**config.mk**
```make
export PLATFORM = sky130hd
export DESIGN_NAME = db_resp
export DESIGN_NICKNAME = d
export VERILOG_FILES = /design/src/rtl/db_resp.sv
export SDC_FILE = /design/constraint.sdc
export NUM_CORES = 1
export LEC_CHECK = 0
export CELL_PAD_IN_SITES_DETAIL_PLACEMENT = 1
export CELL_PAD_IN_SITES_GLOBAL_PLACEMENT = 2
export CORE_MARGIN = 4
export CORE_UTILIZATION = 27
export CTS_BUF_LIST = sky130_fd_sc_hd__clkbuf_2 sky130_fd_sc_hd__clkbuf_4 sky130_fd_sc_hd__clkbuf_8
export CTS_CLUSTER_DIAMETER = 80
export CTS_CLUSTER_SIZE = 10
export DETAILED_ROUTE_END_ITERATION = 8
export PLACE_DENSITY_LB_ADDON = 0.1
export SLEW_MARGIN = 20
export SYNTH_ARGS = -nofsm -noshare
export SYNTH_HDL_FRONTEND = slang
export SYNTH_SLANG_ARGS = --single-unit
```
**constraint.sdc**
```tcl
create_clock -name log_clk -period 3.49 [get_ports log_clk]
set_input_delay 0.698 -clock log_clk [delete_from_list [all_inputs] [get_ports log_clk]]
set_output_delay 0.698 -clock log_clk [all_outputs]
set_load 0.02 [all_outputs]
```
**src/rtl/db_resp.sv**
```systemverilog
// db_resp -- SRIO target-side doorbell responder and NWRITE sink.
//
// Requests arrive on an AXI-Stream target port (treq_*). The first accepted
// beat of every packet is a HELLO header:
//   * FTYPE 4'hA (doorbell): a single-beat response goes out on tresp_*.
//     Info 16'h0101 is a self-check that is answered with the local busy
//     status; any other info is echoed and also handed to the application
//     on db_inform_*.
//   * FTYPE 4'h5 / TTYPE 4'h4 (NWRITE): payload beats are forwarded one cycle
//     later on nwr_* with incrementing addresses, plus a byte count and an
//     end-of-packet pulse. A packet longer than MAX_BEATS is cut off with an
//     error pulse.
//   * anything else is consumed and discarded.
//
// Ports
//   log_clk, log_rst_n                 clock, async active-low reset
//   target_busy_in                     application busy (sampled on doorbell)
//   treq_tvalid_in/tready_o/tlast_in   request handshake
//   treq_tdata_in/tkeep_in/tuser_in    request beat ([23:16] of tuser = src ID)
//   tresp_tvalid_o/tready_in/tlast_o   response handshake
//   tresp_tdata_o/tkeep_o/tuser_o      response beat
//   nwr_valid_o/data_o/keep_o/addr_o   NWRITE payload beat to local memory
//   nwr_done_o/err_o/bytes_o           end-of-packet, overrun, byte count
//   db_inform_valid_o/db_inform_o      non-self-check doorbell info
module db_resp #(
  parameter logic [7:0] SELF_ID   = 8'hF0,
  parameter int         MAX_BEATS = 32
) (
  input  logic        log_clk,
  input  logic        log_rst_n,
  input  logic        target_busy_in,
  // request stream
  input  logic        treq_tvalid_in,
  output logic        treq_tready_o,
  input  logic        treq_tlast_in,
  input  logic [63:0] treq_tdata_in,
  input  logic [7:0]  treq_tkeep_in,
  input  logic [31:0] treq_tuser_in,
  // response stream
  output logic        tresp_tvalid_o,
  input  logic        tresp_tready_in,
  output logic        tresp_tlast_o,
  output logic [63:0] tresp_tdata_o,
  output logic [7:0]  tresp_tkeep_o,
  output logic [31:0] tresp_tuser_o,
  // NWRITE payload
  output logic        nwr_valid_o,
  output logic [63:0] nwr_data_o,
  output logic [7:0]  nwr_keep_o,
  output logic [33:0] nwr_addr_o,
  output logic        nwr_done_o,
  output logic        nwr_err_o,
  output logic [11:0] nwr_bytes_o,
  // doorbell info to application
  output logic        db_inform_valid_o,
  output logic [15:0] db_inform_o
);

  localparam int KEEP_W = 8;
  localparam int BCNT_W = $clog2(MAX_BEATS + 1);

  localparam logic [3:0]  FT_DB      = 4'hA;
  localparam logic [3:0]  FT_NWR     = 4'h5;
  localparam logic [3:0]  TT_NWR     = 4'h4;
  localparam logic [15:0] INFO_CHECK = 16'h0101;
  localparam logic [15:0] INFO_BUSY  = 16'h01FF;
  localparam logic [15:0] INFO_IDLE  = 16'h0100;

  // HELLO header layout
  typedef struct packed {
    logic [7:0]  tid;
    logic [3:0]  ftype;
    logic [3:0]  ttype;
    logic        rsv0;
    logic [1:0]  prio;
    logic        rsv1;
    logic [7:0]  size;
    logic [1:0]  rsv2;
    logic [33:0] addr;   // doorbell info sits in addr[31:16]
  } hdr_t;

  typedef enum logic [1:0] {
    S_IDLE     = 2'd0,
    S_DB_RESP  = 2'd1,
    S_NWR_DATA = 2'd2,
    S_DROP     = 2'd3
  } state_t;

  state_t state, state_nxt;

  hdr_t        hdr;
  logic        acc;
  logic        is_db;
  logic        is_nwr;
  logic        overflow;
  logic [15:0] hdr_info;

  // latched doorbell context
  logic [7:0]  tid_r;
  logic [1:0]  prio_r;
  logic [7:0]  req_id_r;
  logic [15:0] info_r;
  logic        inform_r;   // doorbell info goes to the application
  logic        db_pend;    // doorbell header seen, response still owed

  // latched NWRITE context
  logic [33:0]       addr_r;
  logic [BCNT_W-1:0] beat_cnt;

  logic in_resp;
  logic unused_bits;

  function automatic logic [3:0] popcnt(input logic [KEEP_W-1:0] k);
    logic [3:0] s;
    s = '0;
    for (int i = 0; i < KEEP_W; i++) s = s + {3'b000, k[i]};
    return s;
  endfunction

  assign hdr      = hdr_t'(treq_tdata_in);
  assign hdr_info = hdr.addr[31:16];
  assign acc      = treq_tvalid_in & treq_tready_o;
  assign is_db    = (hdr.ftype == FT_DB);
  assign is_nwr   = (hdr.ftype == FT_NWR) && (hdr.ttype == TT_NWR);
  assign overflow = (beat_cnt == BCNT_W'(MAX_BEATS));
  assign in_resp  = (state == S_DB_RESP);

  // header fields that this endpoint does not act on
  assign unused_bits = ^{hdr.rsv0, hdr.rsv1, hdr.size, hdr.rsv2,
                         treq_tuser_in[31:24], treq_tuser_in[15:0]};

  // ---------------------------------------------------------------------------
  // FSM: state register
  // ---------------------------------------------------------------------------
  always_ff @(posedge log_clk or negedge log_rst_n) begin
    if (!log_rst_n) state <= S_IDLE;
    else            state <= state_nxt;
  end

  // ---------------------------------------------------------------------------
  // FSM: next state
  // ---------------------------------------------------------------------------
  always_comb begin
    state_nxt = state;
    unique case (state)
      S_IDLE: begin
        if (acc) begin
          if (is_db)       state_nxt = treq_tlast_in ? S_DB_RESP : S_DROP;
          else if (is_nwr) state_nxt = treq_tlast_in ? S_IDLE    : S_NWR_DATA;
          else             state_nxt = treq_tlast_in ? S_IDLE    : S_DROP;
        end
      end
      S_DB_RESP: begin
        if (tresp_tready_in) state_nxt = S_IDLE;
      end
      S_NWR_DATA: begin
        if (acc) begin
          // an overrun beat carrying tlast already ends the packet
          if (overflow)           state_nxt = treq_tlast_in ? S_IDLE : S_DROP;
          else if (treq_tlast_in) state_nxt = S_IDLE;
        end
      end
      S_DROP: begin
        if (acc && treq_tlast_in) state_nxt = db_pend ? S_DB_RESP : S_IDLE;
      end
      default: state_nxt = S_IDLE;
    endcase
  end

  // ---------------------------------------------------------------------------
  // FSM: outputs
  // ---------------------------------------------------------------------------
  always_comb begin
    // tready is forced low while reset is held so nothing is taken in
    treq_tready_o     = log_rst_n & (state != S_DB_RESP);
    tresp_tvalid_o    = in_resp;
    tresp_tlast_o     = in_resp;
    tresp_tkeep_o     = '0;
    tresp_tdata_o     = '0;
    tresp_tuser_o     = '0;
    db_inform_valid_o = in_resp & tresp_tready_in & inform_r;
    db_inform_o       = '0;
    if (in_resp) begin
      tresp_tkeep_o = 8'hFF;
      tresp_tdata_o = {tid_r, FT_DB, 4'h0, 1'b0, prio_r, 1'b0, 12'h000,
                       info_r, 16'h0000};
      tresp_tuser_o = {8'h00, SELF_ID, 8'h00, req_id_r};
    end
    if (db_inform_valid_o) db_inform_o = info_r;
  end

  // ---------------------------------------------------------------------------
  // Context latches and NWRITE datapath
  // ---------------------------------------------------------------------------
  always_ff @(posedge log_clk or negedge log_rst_n) begin
    if (!log_rst_n) begin
      tid_r       <= '0;
      prio_r      <= '0;
      req_id_r    <= '0;
      info_r      <= '0;
      inform_r    <= 1'b0;
      db_pend     <= 1'b0;
      addr_r      <= '0;
      beat_cnt    <= '0;
      nwr_valid_o <= 1'b0;
      nwr_data_o  <= '0;
      nwr_keep_o  <= '0;
      nwr_addr_o  <= '0;
      nwr_done_o  <= 1'b0;
      nwr_err_o   <= 1'b0;
      nwr_bytes_o <= '0;
    end else begin
      nwr_valid_o <= 1'b0;
      nwr_done_o  <= 1'b0;
      nwr_err_o   <= 1'b0;

      unique case (state)
        S_IDLE: begin
          if (acc && is_db) begin
            tid_r    <= hdr.tid;
            // response priority is one above the request, capped at 3
            prio_r   <= (hdr.prio == 2'b11) ? 2'b11 : hdr.prio + 2'd1;
            req_id_r <= treq_tuser_in[23:16];
            db_pend  <= 1'b1;
            if (hdr_info == INFO_CHECK) begin
              info_r   <= target_busy_in ? INFO_BUSY : INFO_IDLE;
              inform_r <= 1'b0;
            end else begin
              info_r   <= hdr_info;
              inform_r <= 1'b1;
            end
          end else if (acc && is_nwr) begin
            addr_r      <= hdr.addr;
            beat_cnt    <= '0;
            nwr_bytes_o <= '0;
            // header-only NWRITE completes with zero bytes
            nwr_done_o  <= treq_tlast_in;
          end
        end
        S_NWR_DATA: begin
          if (acc) begin
            if (overflow) begin
              nwr_err_o <= 1'b1;
            end else begin
              nwr_valid_o <= 1'b1;
              nwr_data_o  <= treq_tdata_in;
              nwr_keep_o  <= treq_tkeep_in;
              nwr_addr_o  <= addr_r + {{(34-BCNT_W-3){1'b0}}, beat_cnt, 3'b000};
              nwr_bytes_o <= nwr_bytes_o + {8'h00, popcnt(treq_tkeep_in)};
              beat_cnt    <= beat_cnt + 1'b1;
              nwr_done_o  <= treq_tlast_in;
            end
          end
        end
        S_DB_RESP: begin
          if (tresp_tready_in) db_pend <= 1'b0;
        end
        default: ;
      endcase
    end
  end

endmodule

```
==> results of run 1 <==
==> metal layers <==
| metal | global-route usage, % | up-vias |
|---|---|---|
| met5 | 0 | - |
| met4 | 3.32 | 0 |
| met3 | 4.16 | 9 |
| met2 | 25.0 | 174 |
| met1 | 21.0 | 3739 |
| li1 | - | 3620 |
==> state kept, by name (all words and copies together), names as in the netlist, 2 cells and up <==
signal       flops
nwr_bytes_o     12
req_id_r         8
tid_r            8
nwr_data_o      64
nwr_keep_o       8
info_r          16
prio_r           2
nwr_addr_o      34
state            2
addr_r          34
beat_cnt         6
==> path summary, 6_finish.rpt <==
path / startpoint / endpoint / slack [ns] / depth (start not counted)
max in group asynchronous: log_rst_n / nwr_addr_o[17] / 2.14 / 2
hold / removal: log_rst_n / nwr_keep_o[2] / 0.08 / 1
min in group log_clk: treq_tkeep_in[1] / nwr_keep_o[1] / 0.44 / 3
hold reg to reg: addr_r[0] / nwr_addr_o[0] / 0.48 / 2
setup / recovery: treq_tkeep_in[0] / nwr_bytes_o[6] / 0.08 / 12
setup reg to reg: nwr_bytes_o[0] / nwr_bytes_o[6] / 0.51 / 10
==> cell type report <==
type | instances | area (µm²)
Clock buffer | 19 | 262
Clock inverter | 11 | 124
Fill cell | 4054 | 22300
Inverter | 21 | 81.3
Multi-Input combinational cell | 698 | 4170
Sequential cell | 199 | 4980
Tap cell | 461 | 577
Timing Repair Buffer | 303 | 3010
==> cell usage after synthesis (3+ instances only) <==
cell       number
a211oi_1        6
a21o_1          3
a21oi_1         6
a31oi_1        11
and2_1         50
and3_1          6
buf_2          24
buf_4          72
clkbuf_1       16
dfrtp_1       199
fa_1            6
ha_1           14
inv_1          20
mux2_2         55
nand2_1       274
nand2b_1        3
nand3_1         7
nand4_1         7
nor2_1         38
nor2b_1         5
nor4b_1         3
o2111ai_1       4
o211ai_1        4
o21ai_0        32
o21ai_1        23
o31ai_1         5
or3_1           6
or4_1           6
xnor2_1        11
xor2_1         17
==> worst max-delay path, cell delays in order <==
cell	delay, ns
buf_6	0.10
fa_1	0.56
inv_2	0.04
fa_1	0.50
fa_1	0.43
fa_2	0.36
fa_2	0.37
nor2b_4	0.16
o21ai_4	0.10
a211oi_2	0.26
xnor2_1	0.14
nor2_1	0.05
==> what timing repair did <==
action / 4_1_cts / 5_1_grt
gates cloned: 0 / 0
resized for setup: 16 / 0
pin swaps: 8 / 6
setup buffers: 2 / 2
endpoints found under the setup margin: 6 / 4
==> per-stage QoR <==
step / TNS [ns] / hold slack, ns
6_report: 0 / 0.0809
5_1_grt: -0.00248 / 0.0458
4_1_cts: -0.0219 / 0.0318
3_5_place_dp: -6.40 / 0.462
3_3_place_gp: -6.07 / 0.441
2_1_floorplan: -0.492 / 0.402
==> cell families (layout without fill, tap and decap cells) <==
kind of cell | count (synthesis) | in the layout
multiplexers | 56 | 56
AO/OA/AOI/OAI | 109 | 109
buffers and inverters | 135 | 354
other | 1 | 56
AND/OR/NAND/NOR | 429 | 429
XOR/XNOR | 28 | 28
adder cells (fa/ha/maj) | 20 | 20
flip-flops | 199 | 199
==> placed cells by master, fill, tap and decap left out, types with 19 or more instances in the layout <==
master and count:
nand2_1 274, clkdlybuf4s50_1 270, dfrtp_1 199, conb_1 56
mux2_2 55, and2_1 50, nor2_1 38, o21ai_0 31
buf_4 25, o21ai_1 23, inv_1 19, clkbuf_8 19
==> where the power goes <==
| part | total (mW) | switching, mW | internal (mW) | leakage, nW |
|---|---|---|---|---|
| clock network | 1.54 | 0.867 | 0.669 | 0.190 |
| logic | 3.63 | 1.96 | 1.67 | 3.24 |
| registers | 3.38 | 0.415 | 2.96 | 2.58 |
| total | 8.54 | 3.24 | 5.30 | 6.01 |
==> impl_metrics.env, run 1 <==
export IMPL_worstMarginPinSlew_ns=0.959
export IMPL_setup_viol=0
export IMPL_die_y_um=198
export IMPL_crit_path_start_kind="input port"
export IMPL_first_iter_violations=213
export IMPL_start_util_pct=27.3
export IMPL_critPathCaptureType="flip-flop"
export IMPL_max_freq_mhz=293
export IMPL_postRouteAntennaNets=0
export IMPL_grt_pass1_vias=7930
export IMPL_hpwl_mm=21.9
export IMPL_synthSimpleGateAreaFrac_pct=20.7
export IMPL_synth_async_reset_ratio_pct=100
export IMPL_routed_via_density=4.41
export IMPL_finalNetCount=1370
export IMPL_drive_gt1_share_pct=12.2
export IMPL_numCtsBuffers=17
export IMPL_synthMuxAreaShare_pct=6.50
export IMPL_fin_area_um2=13200
export IMPL_placement_io_buffers=274
export IMPL_coreArea_um2=35500
export IMPL_synth_cells=977
export IMPL_synth_edf_count=0
export IMPL_power_leakage_nw=6.01
export IMPL_synth_compound_area_share_pct=7.38
export IMPL_final_max_slew_viol_count=0
export IMPL_dieArea_um2=39000
export IMPL_met3WireLength_mm=1.70
export IMPL_insertion_delay_ns=0.48
export IMPL_htree_levels=4
export IMPL_cap_viol_max_count=0
export IMPL_skew_ns=0.0146
export IMPL_grt_ovfl_total=0
export IMPL_clk_pin_slew_ns=0.11
export IMPL_drt_pass1_iterations=4
export IMPL_cts_buffer_depth=2
export IMPL_grt_pass1_wl_mm=47.5
export IMPL_yosysWarningCount=0
export IMPL_total_power_mw=8.54
export IMPL_num_rows=69
export IMPL_syn2layout_area_growth_pct=36.1
export IMPL_vias=7542
export IMPL_hold_buffers=0
export IMPL_antennaDiodeCount=0
export IMPL_p_per_area_nw_per_um2=647
export IMPL_seq_area_frac_synth_pct=51.3
export IMPL_wirelength_mm=30.4
export IMPL_antenna_found_initial=0
export IMPL_hold_path_class="input port to async pin"
export IMPL_routedWlPerCell_um=17.7
export IMPL_pin_count=355
export IMPL_stdcell_count=1712
export IMPL_cts_tree="built"
export IMPL_top_layer="met4"
export IMPL_maxSlewHeadroom_pct=36.1
export IMPL_fin_util_pct=37.2
export IMPL_wl_met2_mm=14.5
export IMPL_synth_top_family_by_area="simple AND/OR/NAND/NOR gates"
export IMPL_fin_ws_ns=0.0766
export IMPL_worstPathRequired_ns=3.86
export IMPL_grtUsageTotal_pct=15.5
export IMPL_synth_area_um2=9700
export IMPL_wl_met1_mm=13.9
export IMPL_synth_top_area_share_pct=51.3
export IMPL_hold_viol=0
export IMPL_place_area_um2=12800
export IMPL_syn_area_per_cell_um2=9.93
export IMPL_clock_sinks=199
export IMPL_dp_cells=1678
export IMPL_synth_seq_cells=199
export IMPL_synth_adder_area_share_pct=3.04
export IMPL_cp_max_fo=4
export IMPL_status="finished, final reports clean"
export IMPL_grt_max_degree=73
export IMPL_critPathKind="input port to flip-flop"
export IMPL_root_buffer="clkbuf_8"
export IMPL_peakVddDrop_uv=275
export IMPL_gp_congestion=0.726
export IMPL_synthFlopType="dfrtp_1"
export IMPL_synth_cell_types=64
export IMPL_drcViolationCount=0
export IMPL_worstPathArrival_ns=3.78
export IMPL_synthTopCellsByArea="dfrtp_1 51%, nand2_1 11%, mux2_2 6.4%, buf_4 5.6%, and2_1 3.2%"
export IMPL_yosysTopAreaCell="dfrtp_1"
export IMPL_post_place_ws_ns=-0.792
export IMPL_timing_final_crit_share_pct=97.8
export IMPL_synth_xor_area_share_pct=2.53
export IMPL_fp_dieW_um=198
export IMPL_post_route_min_period_ns=3.41
No activity file was read; power rests on OpenSTA's default activity.
==> inputs of run 2 (changes only) <==
--- a/config.mk
+++ b/config.mk
@@ -14,6 +14,7 @@
 export CTS_CLUSTER_SIZE = 10
 export DETAILED_ROUTE_END_ITERATION = 8
 export PLACE_DENSITY_LB_ADDON = 0.1
+export REMOVE_ABC_BUFFERS = 1
 export SLEW_MARGIN = 20
 export SYNTH_ARGS = -nofsm -noshare
 export SYNTH_HDL_FRONTEND = slang
==> run 2 against run 1 <==
Against the previous run:
- register-to-register slack better by 0.05 ns
- final cell count hardly changed
- combinational power hardly changed
- clock skew fell by 0.0014 ns
- worst hold slack improved by 0.34 ns
- sequential share of layout area is 0.071 points lower
- largest cell class unchanged
==> impl_metrics.env, run 2 (same netlist as run 1, synthesis figures left out) <==
export IMPL_status="finished, final reports clean"
export IMPL_top_regs="nwr_data_o: 64 flops, addr_r: 34 flops, nwr_addr_o: 34 flops"
export IMPL_final_max_slew_viol_count=0
export IMPL_routed_via_density=4.39
export IMPL_htree_levels=4
export IMPL_dieArea_um2=39000
export IMPL_crit_path_start_kind="input port"
export IMPL_post_route_min_period_ns=3.41
export IMPL_placement_io_buffers=274
export IMPL_multi_input_area_um2=4170
export IMPL_ff2ff_path_depth=10
export IMPL_cp_slowest_cell="fa_1"
export IMPL_p_int_mw=5.38
export IMPL_num_rows=69
export IMPL_hold_viol=0
export IMPL_drt_pass1_iterations=4
export IMPL_regMostFlops="nwr_data_o"
export IMPL_start_util_pct=27.3
export IMPL_worstMarginPinSlew_ns=0.759
export IMPL_grt_setup_unrepaired="false"
export IMPL_fp_dieW_um=198
export IMPL_combPwrFrac_pct=42.2
export IMPL_drcViolationCount=0
export IMPL_insertion_delay_ns=0.49
export IMPL_hpwl_mm=22.3
export IMPL_syn2layout_area_growth_pct=36.3
export IMPL_clk_pin_slew_ns=0.10
export IMPL_drive_gt1_share_pct=12.0
export IMPL_grt_max_degree=127
export IMPL_seqCellArea_um2=4980
export IMPL_r2r_end="nwr_bytes_o[10]"
export IMPL_cpMostUsedCell="fa_1"
export IMPL_hold_path_class="input port to flip-flop"
export IMPL_routedWlPerCell_um=18.1
export IMPL_cp_max_fo=4
export IMPL_antenna_found_initial=3
export IMPL_p_sw_mw=3.23
export IMPL_worstPathArrival_ns=3.79
export IMPL_crit_end="nwr_bytes_o[10]"
export IMPL_postRouteAntennaNets=0
export IMPL_total_power_mw=8.61
export IMPL_die_y_um=198
export IMPL_critical_path_max_stage_delay_ns=0.54
export IMPL_coreArea_um2=35500
export IMPL_stdcell_count=1711
export IMPL_grt_pass1_vias=7942
export IMPL_critPathKind="input port to flip-flop"
export IMPL_grt_ovfl_total=0
export IMPL_pin_count=355
export IMPL_cap_viol_max_count=0
export IMPL_timing_final_crit_share_pct=97.6
export IMPL_path_cells="buf_2 > fa_1 > inv_2 > fa_1 > fa_1 > fa_2 > fa_2 > nor2b_4 > o21ai_4 > a211oi_2 > xnor2_1 > nor2_1"
export IMPL_p_clk_share_pct=18.6
export IMPL_worstPathRequired_ns=3.88
export IMPL_critPathCaptureType="flip-flop"
export IMPL_max_freq_mhz=294
export IMPL_first_iter_violations=220
export IMPL_largest_register_ffs=64
export IMPL_maxSlewHeadroom_pct=49.4
export IMPL_hold_ws_ns=0.423
export IMPL_wirelength_mm=30.9
export IMPL_gp_congestion=0.717
export IMPL_power_leakage_nw=6.02
export IMPL_skew_ns=0.0132
export IMPL_finalNetCount=1367
export IMPL_peakVddDrop_uv=244
export IMPL_startpoint="treq_tkeep_in[3]"
export IMPL_nFillCells=4005
export IMPL_p_per_area_nw_per_um2=651
export IMPL_final_cell_mix="274 x nand2_1, 270 x clkdlybuf4s50_1, 199 x dfrtp_1"
export IMPL_grtUsageTotal_pct=15.8
export IMPL_cts_buffer_depth=2
export IMPL_r2r_start="nwr_bytes_o[0]"
export IMPL_p_sw_share_pct=37.5
export IMPL_layout_commonest_cell="nand2_1"
export IMPL_grt_pass1_wl_mm=48.2
export IMPL_root_buffer="clkbuf_8"
export IMPL_clock_sinks=199
export IMPL_numCtsBuffers=17
export IMPL_cts_tree="built"
export IMPL_r2r_setup_slack_ns=0.56
export IMPL_seq_power_share_pct=39.2
export IMPL_vias=7519
export IMPL_antennaDiodeCount=0
export IMPL_dp_cells=1676
export IMPL_setup_viol=0
==> run 2: repair_timing <==
action	in CTS	in global routing
setup buffers	1	1
pin swaps	11	7
gates resized for setup	21	2
hold buffers	1	0
endpoints found under the hold margin	18	0
endpoints found under the setup margin	8	6
==> run 2: per-layer routing <==
layer	vias up	GRT usage, %	part of all wire [%]
met2	164	26.9	50
met5	-	0	0.13
li1	3615	-	-
met4	6	3.67	0.97
met3	24	3.65	4.7
met1	3710	20.6	44
==> run 2: layout make-up <==
class | count | area share (%)
multi-input cells | 698 | 31.5
inverters | 21 | 0.615
clock buffers | 25 | 2.41
flip-flops and latches | 199 | 37.7
well taps | 461 | 4.36
repair buffers | 300 | 22.7
clock inverters | 7 | 0.700
==> run 2: worst min-delay path by stage <==
| stage | from | to | slack (ns) | depth (start not counted) |
|---|---|---|---|---|
| floorplan | log_rst_n | addr_r[0] | 0.40 | 0 |
| global placement | addr_r[2] | nwr_addr_o[2] | 0.46 | 2 |
| detailed placement | nwr_data_o[11] | nwr_data_o[11] | 0.46 | 2 |
| CTS | treq_tkeep_in[1] | nwr_keep_o[1] | 0.38 | 3 |
| global route | treq_tkeep_in[0] | nwr_keep_o[0] | 0.40 | 3 |
| finish | treq_tkeep_in[1] | nwr_keep_o[1] | 0.42 | 3 |
==> run 2: through the flow <==
stage                     TNS, ns  util, %  area (µm²)  setup slack [ns]
final                           0     37.3       13200            0.0836
after global routing            0     37.3       13200            0.0340
after CTS                       0     37.2       13200            0.0109
after detailed placement    -8.05     35.9       12800             -1.08
after global placement      -7.24     35.9       12800             -1.01
after floorplan           -327.34        -        9160             -3.79
==> run 2: critical path, delay by kind of cell <==
family | cells | cell delay (ns)
AND/OR/NAND/NOR | 2 | 0.21
AO/OA/AOI/OAI | 2 | 0.33
adder cells (fa/ha/maj) | 5 | 2.25
buffers and inverters | 2 | 0.15
XOR/XNOR | 1 | 0.14
==> run 2: power groups by stage <==
stage               Combinational (mW)  Sequential, mW  Clock, mW
floorplan                         1.05            4.03          0
global placement                  3.58            3.40          0
detailed placement                3.63            3.43          0
CTS                               3.70            3.39       1.69
global route                      3.95            3.48       1.77
finish                            3.63            3.38       1.60
==> inputs of run 3 (changes only) <==
==> constraint.sdc (replaced) <==
create_clock -name log_clk -period 3.55 [get_ports log_clk]
set_input_delay 0.71 -clock log_clk [delete_from_list [all_inputs] [get_ports log_clk]]
set_output_delay 0.71 -clock log_clk [all_outputs]
set_load 0.02 [all_outputs]
==> run 3 against run 2 <==
Against the previous run:
- clock skew hardly changed
- worst setup slack improved by 0.036 ns
- sequential cell count unchanged
- total power increased by 0.27%
- critical endpoint is now nwr_bytes_o[6]
- largest cell class unchanged
==> impl_metrics.env, run 3 (same netlist as run 1, synthesis figures left out) <==
export IMPL_final_max_slew_viol_count=0
export IMPL_top_regs="nwr_data_o: 64 flops, addr_r: 34 flops, nwr_addr_o: 34 flops"
export IMPL_routedWlPerCell_um=17.9
export IMPL_setup_viol=0
export IMPL_crit_path_start_kind="input port"
export IMPL_maxSlewHeadroom_pct=46.9
export IMPL_seq_power_share_pct=38.4
export IMPL_path_buf_inv=2
export IMPL_combPwrFrac_pct=40.9
export IMPL_clk_pin_slew_ns=0.10
export IMPL_finalNetCount=1369
export IMPL_grt_ovfl_total=0
export IMPL_worstMarginPinSlew_ns=0.796
export IMPL_skew_ns=0.0128
export IMPL_hold_path_class="input port to flip-flop"
export IMPL_root_buffer="clkbuf_8"
export IMPL_num_rows=69
export IMPL_dieArea_um2=39000
export IMPL_clock_sinks=199
export IMPL_numCtsBuffers=17
export IMPL_antenna_found_initial=3
export IMPL_syn2layout_area_growth_pct=36.9
export IMPL_nFillCells=4015
export IMPL_hold_viol=0
export IMPL_p_per_area_nw_per_um2=650
export IMPL_regMostFlops="nwr_data_o"
export IMPL_cp_max_fo=4
export IMPL_vias=7483
export IMPL_post_cts_setup_buffers=0
export IMPL_worstPathArrival_ns=3.82
export IMPL_power_leakage_nw=6.05
export IMPL_worstPathRequired_ns=3.94
export IMPL_max_freq_mhz=292
export IMPL_final_cell_mix="274 x nand2_1, 270 x clkdlybuf4s50_1, 199 x dfrtp_1"
export IMPL_hpwl_mm=22.4
export IMPL_first_iter_violations=216
export IMPL_drt_pass1_iterations=4
export IMPL_placement_io_buffers=274
export IMPL_insertion_delay_ns=0.50
export IMPL_grt_max_degree=61
export IMPL_critical_path_max_stage_delay_ns=0.52
export IMPL_routed_via_density=4.37
export IMPL_largest_register_ffs=64
export IMPL_critical_path_top_delay_family="adder cells"
export IMPL_peakVddDrop_uv=308
export IMPL_htree_levels=4
export IMPL_cpMostUsedCell="fa_1"
export IMPL_p_sw_share_pct=36.7
export IMPL_path_cells="clkdlybuf4s15_2 > fa_1 > inv_2 > fa_1 > fa_1 > fa_2 > fa_2 > nor2b_4 > o21ai_4 > a211oi_2 > xnor2_1 > nor2_1"
export IMPL_fin_util_pct=37.4
export IMPL_drive_gt1_share_pct=12.1
export IMPL_cts_tree="built"
export IMPL_critPathCaptureType="flip-flop"
export IMPL_start_util_pct=27.3
export IMPL_p_int_mw=5.46
export IMPL_timing_final_crit_share_pct=96.6
export IMPL_grt_pass1_vias=8051
export IMPL_critPathKind="input port to flip-flop"
export IMPL_status="finished, final reports clean"
export IMPL_p_sw_mw=3.17
export IMPL_grt_pass1_wl_mm=47.9
export IMPL_cts_buffer_depth=2
export IMPL_gp_congestion=0.710
export IMPL_antennaDiodeCount=0
export IMPL_post_route_min_period_ns=3.43
export IMPL_cp_slowest_cell="fa_1"
export IMPL_postRouteAntennaNets=0
export IMPL_fp_dieW_um=198
export IMPL_drcViolationCount=0
export IMPL_grt_setup_unrepaired="false"
export IMPL_pin_count=355
export IMPL_die_y_um=198
export IMPL_cap_viol_max_count=0
export IMPL_p_clk_share_pct=20.7
export IMPL_wirelength_mm=30.7
export IMPL_grtUsageTotal_pct=15.8
export IMPL_coreArea_um2=35500
export IMPL_total_power_mw=8.63
export IMPL_layout_commonest_cell="nand2_1"
-- run 3: changes by cell type in the layout (fill, tap and decap cells not counted), sizes merged --
cell           change
bufinv             +4
clkbuf             -7
buf                +1
clkinvlp           +1
inv                +1
clkdlybuf4s15      +2
-- run 3: power by group through the flow --
stage	logic [mW]	registers (mW)	clock network, mW
floorplan	1.03	3.97	0
global placement	3.52	3.35	0
detailed placement	3.56	3.37	0
CTS	3.62	3.33	1.88
global route	3.84	3.42	1.97
finish	3.53	3.31	1.79
-- run 3: metal layers --
| layer | GRT usage [%] | vias to the layer above | share of wire [%] |
|---|---|---|---|
| met3 | 4.30 | 29 | 5.5 |
| met5 | 0 | - | 0.11 |
| met4 | 3.93 | 6 | 1.4 |
| met2 | 26.9 | 167 | 50 |
| li1 | - | 3614 | - |
| met1 | 20.1 | 3667 | 43 |
-- run 3: final cells by class --
class                   instances  area (µm²)  area share, %
flip-flops and latches        199        4980           37.5
multi-input cells             698        4160           31.3
repair buffers                302        3000           22.6
well taps                     461         577           4.34
clock buffers                  19         255           1.92
clock inverters                13         225           1.70
inverters                      21        81.3          0.613
-- run 3: stage by stage --
step / TNS, ns / cells / hold WS [ns] / setup WS, ns / cell area (µm²)
after detailed placement: -7.23 / 1680 / 0.461 / -1.00 / 12700
after CTS: 0 / 1713 / 0.395 / 0.0128 / 13300
after global placement: -6.72 / 1680 / 0.450 / -0.974 / 12700
after floorplan: -317.94 / 918 / 0.414 / -3.74 / 9160
final: 0 / 1713 / 0.447 / 0.120 / 13300
after global routing: 0 / 1713 / 0.450 / 0.00907 / 13300
-- run 3: worst paths after layout --
kind	startpoint	endpoint	slack, ns	cells past startpoint
setup reg to reg	nwr_bytes_o[0]	nwr_bytes_o[6]	0.60	10
hold reg to reg	addr_r[1]	nwr_addr_o[1]	0.47	2
setup / recovery	treq_tkeep_in[0]	nwr_bytes_o[6]	0.12	12
hold / removal	treq_tkeep_in[3]	nwr_keep_o[3]	0.45	3
max in group asynchronous	log_rst_n	nwr_keep_o[0]	1.48	4
min in group asynchronous	log_rst_n	nwr_data_o[41]	0.62	2
-- run 3: worst register-to-register path: stages (launching register included) --
cell and delay [ns]:
dfrtp_1 0.39, inv_1 0.07, fa_1 0.52, fa_1 0.43, fa_2 0.37, fa_2 0.38
nor2b_4 0.15, o21ai_4 0.09, a211oi_2 0.26, xnor2_1 0.14, nor2_1 0.05
-- run 3: timing repair --
| item | 4_1_cts | 5_1_grt |
|---|---|---|
| pin swaps | 10 | 8 |
| hold endpoints to repair | 12 | 0 |
| resized for setup | 21 | 0 |
| endpoints found under the setup margin | 5 | 6 |
| hold buffers | 1 | 0 |
